**src/rtl/mux_select_scheduler.sv**
```systemverilog
// Debounced push-button / mode-switch front end producing a registered mux select.
// MANUAL mode arbitrates press events round-robin; SCAN mode auto-advances every DWELL cycles.
module mux_select_scheduler #(
    parameter int unsigned N_SRC    = 5,
    parameter int unsigned SEL_W    = 3,
    parameter int unsigned DEBOUNCE = 4,
    parameter int unsigned DWELL    = 16
) (
    input  logic             clk,
    input  logic             reset,
    input  logic [N_SRC-1:0] buttons,
    input  logic             switch,
    output logic [SEL_W-1:0] sel,
    output logic             sel_valid,
    output logic             sel_change,
    output logic [1:0]       mode
);

    localparam int unsigned CNT_W = (DEBOUNCE > 1) ? $clog2(DEBOUNCE) : 1;
    localparam int unsigned DW_W  = $clog2(DWELL);
    localparam logic [CNT_W-1:0] DEB_LAST   = CNT_W'(DEBOUNCE - 1);
    localparam logic [DW_W-1:0]  DWELL_LAST = DW_W'(DWELL - 1);
    localparam logic [SEL_W-1:0] SEL_LAST   = SEL_W'(N_SRC - 1);

    typedef enum logic [1:0] {
        IDLE   = 2'd0,
        MANUAL = 2'd1,
        SCAN   = 2'd2
    } state_t;

    state_t             state_q, state_d;
    logic [N_SRC-1:0]   deb_q, deb_d;
    logic [N_SRC-1:0]   press_q, press_d;
    logic [CNT_W-1:0]   cnt_q [N_SRC];
    logic [CNT_W-1:0]   cnt_d [N_SRC];
    logic [DW_W-1:0]    dwell_q, dwell_d;
    logic [SEL_W-1:0]   sel_q, sel_d;
    logic               valid_q, valid_d;
    logic               change_q, change_d;
    logic [SEL_W-1:0]   win;
    logic               found;
    logic               press_any;

    // A press is registered on the same edge the debounced level rises.
    always_comb begin
        deb_d   = deb_q;
        press_d = '0;
        for (int unsigned i = 0; i < N_SRC; i++) begin
            cnt_d[i] = '0;
            if (buttons[i] != deb_q[i]) begin
                if (cnt_q[i] == DEB_LAST) begin
                    deb_d[i]   = ~deb_q[i];
                    press_d[i] = ~deb_q[i];
                end else begin
                    cnt_d[i] = cnt_q[i] + 1'b1;
                end
            end
        end
    end

    // Round-robin: indices above sel first, then wrap to 0..sel.
    always_comb begin
        win       = sel_q;
        found     = 1'b0;
        press_any = |press_q;
        for (int unsigned j = 0; j < N_SRC; j++) begin
            if (!found && press_q[j] && (j > 32'(sel_q))) begin
                found = 1'b1;
                win   = SEL_W'(j);
            end
        end
        for (int unsigned j = 0; j < N_SRC; j++) begin
            if (!found && press_q[j] && (j <= 32'(sel_q))) begin
                found = 1'b1;
                win   = SEL_W'(j);
            end
        end
    end

    always_comb begin
        state_d = state_q;
        sel_d   = sel_q;
        valid_d = valid_q;
        dwell_d = dwell_q;
        case (state_q)
            IDLE: begin
                if (switch) begin
                    state_d = SCAN;
                    valid_d = 1'b1;
                    dwell_d = '0;
                    sel_d   = press_any ? win : '0;
                end else if (press_any) begin
                    state_d = MANUAL;
                    valid_d = 1'b1;
                    sel_d   = win;
                end
            end
            MANUAL: begin
                if (press_any) sel_d = win;
                if (switch) begin
                    state_d = SCAN;
                    dwell_d = '0;
                end
            end
            SCAN: begin
                if (!switch) begin
                    state_d = MANUAL;
                    dwell_d = '0;
                    if (press_any) sel_d = win;
                end else if (press_any) begin
                    sel_d   = win;
                    dwell_d = '0;
                end else if (dwell_q == DWELL_LAST) begin
                    dwell_d = '0;
                    sel_d   = (sel_q == SEL_LAST) ? '0 : sel_q + 1'b1;
                end else begin
                    dwell_d = dwell_q + 1'b1;
                end
            end
            default: begin
                state_d = IDLE;
                sel_d   = '0;
                valid_d = 1'b0;
                dwell_d = '0;
            end
        endcase
        change_d = (sel_d != sel_q) || (valid_d && !valid_q);
    end

    always_ff @(posedge clk or negedge reset) begin
        if (!reset) begin
            state_q  <= IDLE;
            deb_q    <= '0;
            press_q  <= '0;
            dwell_q  <= '0;
            sel_q    <= '0;
            valid_q  <= 1'b0;
            change_q <= 1'b0;
            for (int unsigned i = 0; i < N_SRC; i++) cnt_q[i] <= '0;
        end else begin
            state_q  <= state_d;
            deb_q    <= deb_d;
            press_q  <= press_d;
            dwell_q  <= dwell_d;
            sel_q    <= sel_d;
            valid_q  <= valid_d;
            change_q <= change_d;
            for (int unsigned i = 0; i < N_SRC; i++) cnt_q[i] <= cnt_d[i];
        end
    end

    assign sel        = sel_q;
    assign sel_valid  = valid_q;
    assign sel_change = change_q;
    assign mode       = state_q;

endmodule
```
**config.mk**
```make
export PLATFORM = sky130hd
export DESIGN_NAME = mux_select_scheduler
export DESIGN_NICKNAME = d
export VERILOG_FILES = /design/src/rtl/mux_select_scheduler.sv
export SDC_FILE = /design/constraint.sdc
export NUM_CORES = 1
export LEC_CHECK = 0
export CAP_MARGIN = 20
export CELL_PAD_IN_SITES_DETAIL_PLACEMENT = 1
export CELL_PAD_IN_SITES_GLOBAL_PLACEMENT = 1
export CORE_ASPECT_RATIO = 2
export CORE_MARGIN = 3
export CORE_UTILIZATION = 35
export CTS_BUF_LIST = sky130_fd_sc_hd__clkbuf_16
export DETAILED_ROUTE_END_ITERATION = 8
export GPL_TIMING_DRIVEN = 0
export PLACE_DENSITY = 0.76
export SYNTH_ARGS = -nofsm -noshare
export SYNTH_HDL_FRONTEND = slang
export SYNTH_SLANG_ARGS = --single-unit
```
**constraint.sdc**
```tcl
create_clock -name clk -period 3.2 [get_ports clk]
set_input_delay 0.48 -clock clk [delete_from_list [all_inputs] [get_ports clk]]
set_output_delay 0.48 -clock clk [all_outputs]
set_load 0.01 [all_outputs]
```
==> results.toml <==
[sta]
maxSlewViolCount = 0
maxSlewHeadroom_pct = 43.8
fin_worst_skew_ns = 0.00589
setup-violations-final = 0
peak_freq_mhz = 332
period_minus_slack_ns = 3.02
rsz0062_at_grt = "no"
worst_max_slew_pin_slew_ns = 0.837
layout_setup_ws_ns = 0.184
final.setup.tns_ns = 0
report.final.hold_viol_count = 0
finalCritPeriodShare_pct = 94.2

[placement]
post-place-ws_ns = 0.0675
place_congestion = 0.808
dp_cell_count = 255
io_buffer_count = 14
place_area_um2 = 2000
dp.final_hpwl_um = 3240

[setup_path]
ff2ff_setup_slack_ns = 0.18
worstPathRequired_ns = 3.35
timing.rr.start = "sel[1]$_DFF_PN0_"
start_kind = "flip-flop"
cp.arrival_ns = 3.16
setup.worst_path.start = "sel[1]$_DFF_PN0_"
r2r.worst_path.cells = 9
critPathKind = "flip-flop to flip-flop"
endpoint_kind = "flip-flop"
critical_path_peak_fanout = 9
crit_end = "sel_change$_DFF_PN0_"
timing.rr.end = "sel_change$_DFF_PN0_"

[power_and_ir_drop]
power_leakage_nw = 0.955
swShare_pct = 38.1
pwr-share-comb_pct = 44.3
pwr-share-seq_pct = 32.2
ir_worst_vdd_mv = 0.643
switching_power_mw = 0.753
total_power_per_unit_cell_area_nw_per_um2 = 920
power_mw = 1.98
clockPowerShare_pct = 23.5
internal_power_mw = 1.22

[global_route]
grt_use_total_pct = 15.3
pin_count_of_the_biggest_net_entering_global_routing = 32
grt_overflow_total = 0
grt_pass1_vias = 1599
antenna_found_initial = 0
wire_length_of_the_first_global_routing_pass_um = 7360

[final_layout]
nets = 226
post_route_cells_drive_above_1_share_pct = 11.2
final_cell_area_um2 = 2150
insertedDiodeCount = 0
flow.area_growth_from_synthesis_pct = 19.7
n_fill_cell = 563
final_cells = 263

[clock_tree]
clockBufferDepth = 2
number_of_setup_buffers_added_after_cts = 0
insertion_delay_ns = 0.28
h-tree-depth = 2
tritoncts_num_sinks = 31
cts_made_buffers = 5
tritoncts = "yes"
cts-root-buf = "clkbuf_16"
cts.reportedPaths.clkPinSlew_ns = 0.05
hold_buffers = 0

[flow_run]
drv.max_cap_violation_count = 0

[routing]
via_count = 1465
drcViolationCount = 0
ant_nets = 0
drt-pass1-iter-count = 4
drt-total-wl_um = 4230
vias_per_cell = 5.57
drt_iter0_drc = 16
routed_wire_length_per_instance_um = 16.1

[yosys]
synth_edf_count = 0
yosysUniqueCellTypes = 46
postSynth.topFlopCell = "dfrtp_1"
synth.yosys.seq_area_share_pct = 43.2
postSynthCellCount = 184
yosys_warnings = 0
synthesis.area_um2 = 1800
syn_nets = 205
postSynth.asyncResetShare_pct = 100
synthesis.area_per_instance_um2 = 9.76
synth_seq_cells = 31

[die]
die_w_um = 56.6
die_area_um2 = 6080
core_um2 = 4910
die_h_um = 107
rows = 36
boundaryPins = 15
initial_core_util_pct = 36.6

[status]
outcome = "finished, final reports clean"

[min_path]
hold_path.class = "primary input to asynchronous set/reset pin"
metal layers:
metal	vias to the layer above	GRT usage (%)	routed length [um]
li1	705	-	-
met1	730	14.7	1550
met2	24	30.1	2490
met3	6	3.48	117
met4	0	5.94	69
met5	-	0	0
worst max-delay path, stage by stage (launching register included):
cell,delay [ns]
dfrtp_1,0.39
clkbuf_1,0.36
inv_1,0.14
ha_1,0.27
o31ai_1,0.39
nand2_1,0.17
nor3b_1,0.17
a221o_1,0.38
mux2i_1,0.14
or4_4,0.47
timing repair:
action,CTS,global route
gates resized for setup,0,2
endpoints found under the setup margin,0,1
endpoints found under the hold margin,0,0
flip-flops by register name (all words and copies together) (netlist names):
register / flops
deb_q: 5
sel_change: 1
sel_valid: 1
sel: 3
press_q: 5
mode: 2
cnt_q: 10
dwell_q: 4
through the flow:
stage | utilization [%] | hold slack (ns)
after floorplan | - | 0.184
after global placement | 40.9 | 0.425
after detailed placement | 40.8 | 0.434
after CTS | 43.7 | 0.273
after global routing | 43.8 | 0.292
final | 43.8 | 0.242
kinds of logic (layout without fill, tap and decap cells):
group,count (synthesis),in the layout,share of synthesized area [%]
compound gates,45,45,16.8
fa+ha+maj,13,13,9.06
flops,31,31,43.2
xor+xnor,6,6,2.93
buf+inv,15,37,3.62
simple gates,68,68,20.8
mux,6,6,3.62
how the worst min path moves through the flow:
stage	start	endpoint	slack (ns)	cells after the start
finish	reset	sel_change$_DFF_PN0_	0.24	1
global route	reset	sel_change$_DFF_PN0_	0.29	1
CTS	reset	sel_change$_DFF_PN0_	0.27	1
detailed placement	cnt_q[0]$_DFF_PN0_	cnt_q[0]$_DFF_PN0_	0.43	1
global placement	cnt_q[6]$_DFF_PN0_	cnt_q[6]$_DFF_PN0_	0.43	1
floorplan	reset	cnt_q[0]$_DFF_PN0_	0.18	0
layout make-up:
class / count / area [um2] / share of cell area [%]
clock buffer: 5 / 125 / 5.82
sequential: 31 / 776 / 36.1
tap: 57 / 71.3 / 3.32
inverter: 8 / 30.0 / 1.40
multi-input combinational: 138 / 955 / 44.4
clock inverter: 3 / 20.0 / 0.932
timing repair buffer: 14 / 135 / 6.29
buffer: 7 / 36.3 / 1.69
cell usage after synthesis, types with 2 or more instances:
master / instances / share of area (%)
ha_1: 13 / 9.1
mux2_2: 4 / 2.5
nand3_1: 2 / 0.56
dfrtp_1: 31 / 43
a21oi_1: 13 / 3.6
o21ai_0: 11 / 3.1
nand2_1: 9 / 1.9
or3_1: 2 / 0.70
nor3_1: 16 / 4.5
clkbuf_1: 5 / 1.0
and3b_1: 4 / 2.0
inv_1: 8 / 1.7
nor2b_1: 7 / 2.4
and3_1: 4 / 1.4
nor2_1: 15 / 3.1
mux2i_1: 2 / 1.1
o31ai_1: 4 / 1.7
xnor2_1: 6 / 2.9
cells in the final DEF, fill, tap and decap left out, drive strengths merged, types with 2 or more instances in the layout:
cell type,netlist,layout
ha,13,13
and3,4,4
a21oi,14,14
inv,8,8
nor2b,7,7
nand2,9,9
nand3,2,2
mux2i,2,2
buf,1,2
dfrtp,31,31
mux2,4,4
and3b,4,4
o31ai,4,4
xnor2,6,6
or3,3,3
nor2,15,15
clkdlybuf4s50,0,13
clkinvlp,0,2
nor3,16,16
o21ai,11,11
clkbuf,6,11
power by group through the flow:
stage / Sequential (mW) / Clock [mW] / Combinational [mW]
3_3_place_gp: 0.635 / 0 / 0.860
3_5_place_dp: 0.645 / 0 / 0.880
5_1_grt: 0.658 / 0.499 / 0.992
4_1_cts: 0.639 / 0.478 / 0.885
2_1_floorplan: 0.634 / 0 / 0.617
6_report: 0.636 / 0.465 / 0.875
No activity file was read; power rests on OpenSTA's default activity.
